## src/rtl/ex_mem_if.sv

```systemverilog
// EX -> MEM stage bus: pipeline controls and EX-side fields in, MEM-side
// registered fields and forwarding tap out.
interface ex_mem_if #(
    parameter int DATA_W = 32,
    parameter int REG_W  = 5
);
    logic              stall;
    logic              flush;
    logic              ex_valid;
    logic [DATA_W-1:0] ex_alu_result;
    logic              ex_zero;
    logic [DATA_W-1:0] ex_rt_data;
    logic [REG_W-1:0]  ex_dest_reg;
    logic [5:0]        ex_ctrl;
    logic [DATA_W-1:0] ex_branch_target;

    logic              mem_valid;
    logic [DATA_W-1:0] mem_alu_result;
    logic [DATA_W-1:0] mem_rt_data;
    logic [REG_W-1:0]  mem_dest_reg;
    logic              mem_reg_write;
    logic              mem_mem_read;
    logic              mem_mem_write;
    logic              mem_mem_to_reg;
    logic              branch_taken;
    logic [DATA_W-1:0] branch_target;
    logic              fwd_en;
    logic [REG_W-1:0]  fwd_dest;
    logic [DATA_W-1:0] fwd_data;

    // upstream side (EX stage / hazard unit)
    modport master (
        output stall, flush, ex_valid, ex_alu_result, ex_zero, ex_rt_data,
               ex_dest_reg, ex_ctrl, ex_branch_target,
        input  mem_valid, mem_alu_result, mem_rt_data, mem_dest_reg,
               mem_reg_write, mem_mem_read, mem_mem_write, mem_mem_to_reg,
               branch_taken, branch_target, fwd_en, fwd_dest, fwd_data
    );

    // the pipeline register itself
    modport slave (
        input  stall, flush, ex_valid, ex_alu_result, ex_zero, ex_rt_data,
               ex_dest_reg, ex_ctrl, ex_branch_target,
        output mem_valid, mem_alu_result, mem_rt_data, mem_dest_reg,
               mem_reg_write, mem_mem_read, mem_mem_write, mem_mem_to_reg,
               branch_taken, branch_target, fwd_en, fwd_dest, fwd_data
    );
endinterface

```

## src/rtl/ex_mem_stage.sv

```systemverilog
// EX/MEM pipeline register: captures ALU result and travelling control,
// resolves conditional branches from the sampled zero flag, and exposes
// a forwarding tap back to the EX operand muxes.
module ex_mem_stage #(
    parameter int DATA_W = 32,
    parameter int REG_W  = 5
) (
    input  logic     clk,
    input  logic     rst_n,
    ex_mem_if.slave  bus
);
    // control registers (cleared by flush)
    logic v_q, rw_q, mr_q, mw_q, m2r_q, bt_q;
    // data registers (held by flush)
    logic [DATA_W-1:0] alu_q, rt_q, tgt_q;
    logic [REG_W-1:0]  dest_q;

    logic beq, bne, rw_d, mr_d, mw_d, m2r_d, bt_d;

    // Decode incoming control; everything is gated by ex_valid so an
    // invalid EX slot loads as a bubble. Both branch bits set is treated
    // as an unconditional taken branch.
    always_comb begin
        beq   = bus.ex_ctrl[1];
        bne   = bus.ex_ctrl[0];
        rw_d  = bus.ex_valid & bus.ex_ctrl[5] & (bus.ex_dest_reg != '0);
        mw_d  = bus.ex_valid & bus.ex_ctrl[3];
        mr_d  = bus.ex_valid & bus.ex_ctrl[4] & ~bus.ex_ctrl[3];
        m2r_d = bus.ex_valid & bus.ex_ctrl[2];
        bt_d  = bus.ex_valid & ((beq & bne) | (beq & bus.ex_zero) | (bne & ~bus.ex_zero));
    end

    // Control registers: flush beats stall beats load.
    always_ff @(posedge clk or negedge rst_n) begin
        if (!rst_n) begin
            v_q <= 1'b0; rw_q <= 1'b0; mr_q <= 1'b0;
            mw_q <= 1'b0; m2r_q <= 1'b0; bt_q <= 1'b0;
        end else if (bus.flush) begin
            v_q <= 1'b0; rw_q <= 1'b0; mr_q <= 1'b0;
            mw_q <= 1'b0; m2r_q <= 1'b0; bt_q <= 1'b0;
        end else if (!bus.stall) begin
            v_q   <= bus.ex_valid;
            rw_q  <= rw_d;
            mr_q  <= mr_d;
            mw_q  <= mw_d;
            m2r_q <= m2r_d;
            bt_q  <= bt_d;
        end
    end

    // Data registers: load whenever the stage advances; a flushed slot is
    // invalid anyway, so its data is simply left in place.
    always_ff @(posedge clk or negedge rst_n) begin
        if (!rst_n) begin
            alu_q  <= '0;
            rt_q   <= '0;
            tgt_q  <= '0;
            dest_q <= '0;
        end else if (!bus.flush && !bus.stall) begin
            alu_q  <= bus.ex_alu_result;
            rt_q   <= bus.ex_rt_data;
            tgt_q  <= bus.ex_branch_target;
            dest_q <= bus.ex_dest_reg;
        end
    end

    assign bus.mem_valid      = v_q;
    assign bus.mem_alu_result = alu_q;
    assign bus.mem_rt_data    = rt_q;
    assign bus.mem_dest_reg   = dest_q;
    assign bus.mem_reg_write  = rw_q;
    assign bus.mem_mem_read   = mr_q;
    assign bus.mem_mem_write  = mw_q;
    assign bus.mem_mem_to_reg = m2r_q;
    assign bus.branch_taken   = bt_q;
    assign bus.branch_target  = tgt_q;

    // Loads have no value yet in this stage, so they never forward.
    assign bus.fwd_en   = v_q & rw_q & ~m2r_q;
    assign bus.fwd_dest = dest_q;
    assign bus.fwd_data = alu_q;
endmodule

```

## src/flat_wrapper.sv

```systemverilog
// flat-port wrapper written by rule: the top's interface ports become plain ports
module ex_mem_stage_flat 
#(
    parameter int DATA_W = 32,
    parameter int REG_W  = 5
)
  (clk, rst_n, bus_stall, bus_flush, bus_ex_valid, bus_ex_alu_result, bus_ex_zero, bus_ex_rt_data, bus_ex_dest_reg, bus_ex_ctrl, bus_ex_branch_target, bus_mem_valid, bus_mem_alu_result, bus_mem_rt_data, bus_mem_dest_reg, bus_mem_reg_write, bus_mem_mem_read, bus_mem_mem_write, bus_mem_mem_to_reg, bus_branch_taken, bus_branch_target, bus_fwd_en, bus_fwd_dest, bus_fwd_data);
  ex_mem_if #(.DATA_W(DATA_W), .REG_W(REG_W)) bus_i ();
  input  logic clk;
  input  logic rst_n;
  input wire logic [$bits(bus_i.stall)-1:0] bus_stall;
  input wire logic [$bits(bus_i.flush)-1:0] bus_flush;
  input wire logic [$bits(bus_i.ex_valid)-1:0] bus_ex_valid;
  input wire logic [$bits(bus_i.ex_alu_result)-1:0] bus_ex_alu_result;
  input wire logic [$bits(bus_i.ex_zero)-1:0] bus_ex_zero;
  input wire logic [$bits(bus_i.ex_rt_data)-1:0] bus_ex_rt_data;
  input wire logic [$bits(bus_i.ex_dest_reg)-1:0] bus_ex_dest_reg;
  input wire logic [$bits(bus_i.ex_ctrl)-1:0] bus_ex_ctrl;
  input wire logic [$bits(bus_i.ex_branch_target)-1:0] bus_ex_branch_target;
  output wire logic [$bits(bus_i.mem_valid)-1:0] bus_mem_valid;
  output wire logic [$bits(bus_i.mem_alu_result)-1:0] bus_mem_alu_result;
  output wire logic [$bits(bus_i.mem_rt_data)-1:0] bus_mem_rt_data;
  output wire logic [$bits(bus_i.mem_dest_reg)-1:0] bus_mem_dest_reg;
  output wire logic [$bits(bus_i.mem_reg_write)-1:0] bus_mem_reg_write;
  output wire logic [$bits(bus_i.mem_mem_read)-1:0] bus_mem_mem_read;
  output wire logic [$bits(bus_i.mem_mem_write)-1:0] bus_mem_mem_write;
  output wire logic [$bits(bus_i.mem_mem_to_reg)-1:0] bus_mem_mem_to_reg;
  output wire logic [$bits(bus_i.branch_taken)-1:0] bus_branch_taken;
  output wire logic [$bits(bus_i.branch_target)-1:0] bus_branch_target;
  output wire logic [$bits(bus_i.fwd_en)-1:0] bus_fwd_en;
  output wire logic [$bits(bus_i.fwd_dest)-1:0] bus_fwd_dest;
  output wire logic [$bits(bus_i.fwd_data)-1:0] bus_fwd_data;
  assign bus_i.stall = bus_stall;
  assign bus_i.flush = bus_flush;
  assign bus_i.ex_valid = bus_ex_valid;
  assign bus_i.ex_alu_result = bus_ex_alu_result;
  assign bus_i.ex_zero = bus_ex_zero;
  assign bus_i.ex_rt_data = bus_ex_rt_data;
  assign bus_i.ex_dest_reg = bus_ex_dest_reg;
  assign bus_i.ex_ctrl = bus_ex_ctrl;
  assign bus_i.ex_branch_target = bus_ex_branch_target;
  assign bus_mem_valid = bus_i.mem_valid;
  assign bus_mem_alu_result = bus_i.mem_alu_result;
  assign bus_mem_rt_data = bus_i.mem_rt_data;
  assign bus_mem_dest_reg = bus_i.mem_dest_reg;
  assign bus_mem_reg_write = bus_i.mem_reg_write;
  assign bus_mem_mem_read = bus_i.mem_mem_read;
  assign bus_mem_mem_write = bus_i.mem_mem_write;
  assign bus_mem_mem_to_reg = bus_i.mem_mem_to_reg;
  assign bus_branch_taken = bus_i.branch_taken;
  assign bus_branch_target = bus_i.branch_target;
  assign bus_fwd_en = bus_i.fwd_en;
  assign bus_fwd_dest = bus_i.fwd_dest;
  assign bus_fwd_data = bus_i.fwd_data;
  ex_mem_stage #(.DATA_W(DATA_W), .REG_W(REG_W)) u_core (.clk(clk), .rst_n(rst_n), .bus(bus_i));
endmodule
```

## config.mk

```make
export PLATFORM = sky130hd
export DESIGN_NAME = ex_mem_stage_flat
export DESIGN_NICKNAME = d
export VERILOG_FILES = /design/src/rtl/ex_mem_if.sv /design/src/rtl/ex_mem_stage.sv /design/src/flat_wrapper.sv
export SDC_FILE = /design/constraint.sdc
export NUM_CORES = 1
export LEC_CHECK = 0
export CELL_PAD_IN_SITES_DETAIL_PLACEMENT = 1
export CELL_PAD_IN_SITES_GLOBAL_PLACEMENT = 1
export CORE_MARGIN = 3
export CORE_UTILIZATION = 31
export CTS_CLUSTER_DIAMETER = 150
export CTS_CLUSTER_SIZE = 20
export DETAILED_ROUTE_END_ITERATION = 10
export GPL_ROUTABILITY_DRIVEN = 0
export GPL_TIMING_DRIVEN = 1
export PLACE_DENSITY = 0.81
export REMOVE_ABC_BUFFERS = 1
export SETUP_SLACK_MARGIN = 0.5
export SLEW_MARGIN = 20
export SYNTH_ARGS = -nofsm -noshare
export SYNTH_HDL_FRONTEND = slang
export SYNTH_SLANG_ARGS = --single-unit
```

## constraint.sdc

```tcl
create_clock -name clk -period 0.8 [get_ports clk]
set_input_delay 0.24 -clock clk [delete_from_list [all_inputs] [get_ports clk]]
set_output_delay 0.24 -clock clk [all_outputs]
set_load 0.05 [all_outputs]
```

==> results_dict.tcl <==
set metrics [dict create \
    status "finished, violations left" \
    violations "hold timing, setup timing" \
    wl_per_cell_um 23.1 \
    start_util_pct 32.2 \
    netlist_area_mm2 0.00478 \
    fmax_mhz 749 \
    finalHoldViolations 107 \
    slowest_stage "dfrtp_1" \
    period_minus_slack_ps 1340 \
    antenna_found_initial 0 \
    globalRouteOverflowTotal 0 \
    diodes 0 \
    crit_chain "nand2_1, nor2_2, buf_12" \
    drv_cap 0 \
    start_kind "flip-flop" \
    crit_family "flip-flops" \
    crit_fanout 2 \
    core_area_mm2 0.0148 \
    holdCritPathClass "input port to asynchronous set/reset pin" \
    io_pins 258 \
    grt_util_all_layers_pct 20.6 \
    fin_cells 794 \
    first_global_vias 4097 \
    power_density_mw_per_mm2 2300 \
    drv_slew 0 \
    dp.cells 705 \
    max_slew_margin_pct 82.0 \
    power_leakage_nw 4.68 \
    cts_sinks 107 \
    syn_inst 280 \
    cts_tree "yes" \
    post-route-drc-count 0 \
    end_kind "output pin" \
    setup_ws_ps -535 \
    holdWs_ps -273 \
    port_buffers 257 \
    ys_types 17 \
    area_growth_pct 115 \
    place_area_mm2 0.00889 \
    yosys_warnings 0 \
    clock_latency_ps 340 \
    avgSynthCellArea_um2 17.1 \
    cts_max_level 3 \
    cts_made_buffers 9 \
    cts.path.max_buffers 2 \
    final_common_cell "buf_12" \
    ys_seq_elements 107 \
    post-route-period-util_pct 167 \
    die_h_um 130 \
    cts-root-buf "clkbuf_16" \
    critical-path-max-stage-delay_ps 370 \
    drive_gt1_share_pct 70.0 \
    vias 3550 \
    dieArea_mm2 0.0169 \
    cts.clk_slew.worst_paths_ps 70 \
    cp_num_buf_inv 1 \
    viasPerCell 4.47 \
    total_power_mw 23.6 \
    tightest_slew_ps 269 \
    grt_start_max_net_pins 43 \
    synth.yosys.seq_area_share_pct 56.1 \
    post-place-ws_ps -968 \
    final_cell_mix "buf_12, mux2_4, clkdlybuf4s50_1" \
    cp_data_arrival_time_ps 1100 \
    grt_pass1_wl_mm 25.9 \
    critical_path_class "flip-flop to output pin" \
    setup_viol 251 \
    place_hpwl_mm 12.6 \
    fin_skew_ps 0 \
    drt_pre_antenna_iters 4 \
    drt-initial-drc-count 82 \
    layout.nets 718 \
    drt.antenna.violating_nets 0 \
    rsz0062_at_grt "yes" \
    rows 44 \
    fin_area_mm2 0.0103 \
    ir_worst_vdd_v 0.00114 \
    drt-total-wl_mm 18.4 \
    die_width_um 130 \
    critPathRequiredTime_ps 560 \
]
[final timing paths]
check                                              from                      endpoint  slack, ps  depth (start not counted)
setup / recovery                   u_core.bus.mem_valid                    bus_fwd_en       -540                          3
max in group asynchronous                         rst_n       u_core.bus.fwd_data[14]        600                          2
hold / removal                                    rst_n     u_core.bus.mem_rt_data[0]       -270                          1
min in group clk                     bus_ex_dest_reg[2]        u_core.bus.fwd_dest[2]        160                          2
hold reg to reg            u_core.bus.branch_target[23]  u_core.bus.branch_target[23]        580                          1
setup reg to reg             u_core.bus.mem_rt_data[31]    u_core.bus.mem_rt_data[31]       -260                          3
[where the power goes]
| part | switching, mW | internal (mW) | total, mW |
|---|---|---|---|
| sequential | 1.23 | 6.24 | 7.46 |
| combinational | 5.30 | 6.41 | 11.7 |
| clock | 1.93 | 2.52 | 4.45 |
[metrics by stage]
step / utilization (%) / setup TNS [ps]
after detailed placement: 60.1 / -101380
after global routing: 69.5 / -80580
after CTS: 66.8 / -73590
final: 69.5 / -74850
after floorplan: - / -433910
after global placement: 60.1 / -93700
[cells in the mapped netlist]
| library cell | count | area share [%] |
|---|---|---|
| nor2_2 | 1 | 0.13 |
| mux2i_1 | 1 | 0.21 |
| mux2_4 | 90 | 28 |
| nor4bb_1 | 1 | 0.21 |
| buf_12 | 10 | 4.2 |
| dfrtp_1 | 107 | 56 |
| or4_1 | 1 | 0.16 |
| o21ai_0 | 1 | 0.10 |
| nand2_1 | 5 | 0.39 |
| nor2_1 | 3 | 0.24 |
| buf_4 | 37 | 5.8 |
| nand3b_1 | 3 | 0.47 |
| buf_2 | 1 | 0.10 |
| and3b_1 | 1 | 0.18 |
| mux2_2 | 12 | 2.8 |
| clkbuf_1 | 1 | 0.079 |
| a21oi_1 | 5 | 0.52 |
[timing repair]
action,in CTS,in global routing
gates resized for setup,140,45
hold endpoints to repair,83,20
pin swaps,10,5
setup buffers,38,30
gates cloned,5,0
setup endpoints to repair,252,252
[logic make-up (layout without fill, tap and decap cells)]
logic type             count (synthesis)  count (layout)  synth area share [%]
and+or+nand+nor                       15              15                  1.78
DFF                                  107             107                  56.1
buffers and inverters                 49             379                  10.2
AOI/OAI and AO/OA                      6               6                 0.629
muxes                                103             103                  31.3
[routing by layer]
layer / GRT usage, % / wire [um] / vias to the layer above
li1: - / - / 1572
met2: 41.0 / 10700 / 157
met3: 5.16 / 1100 / 26
met4: 5.87 / 421 / 0
met5: 0 / 0 / -
met1: 21.0 / 6160 / 1795
[layout make-up]
type | count | area, um^2
multi-input combinational | 124 | 1750
sequential | 107 | 2730
clock inverter | 2 | 35.0
timing repair buffer | 363 | 5290
fill | 1243 | 4520
tap | 184 | 230
clock buffer | 14 | 254
Note: power is estimated with default switching activity, not from simulation.
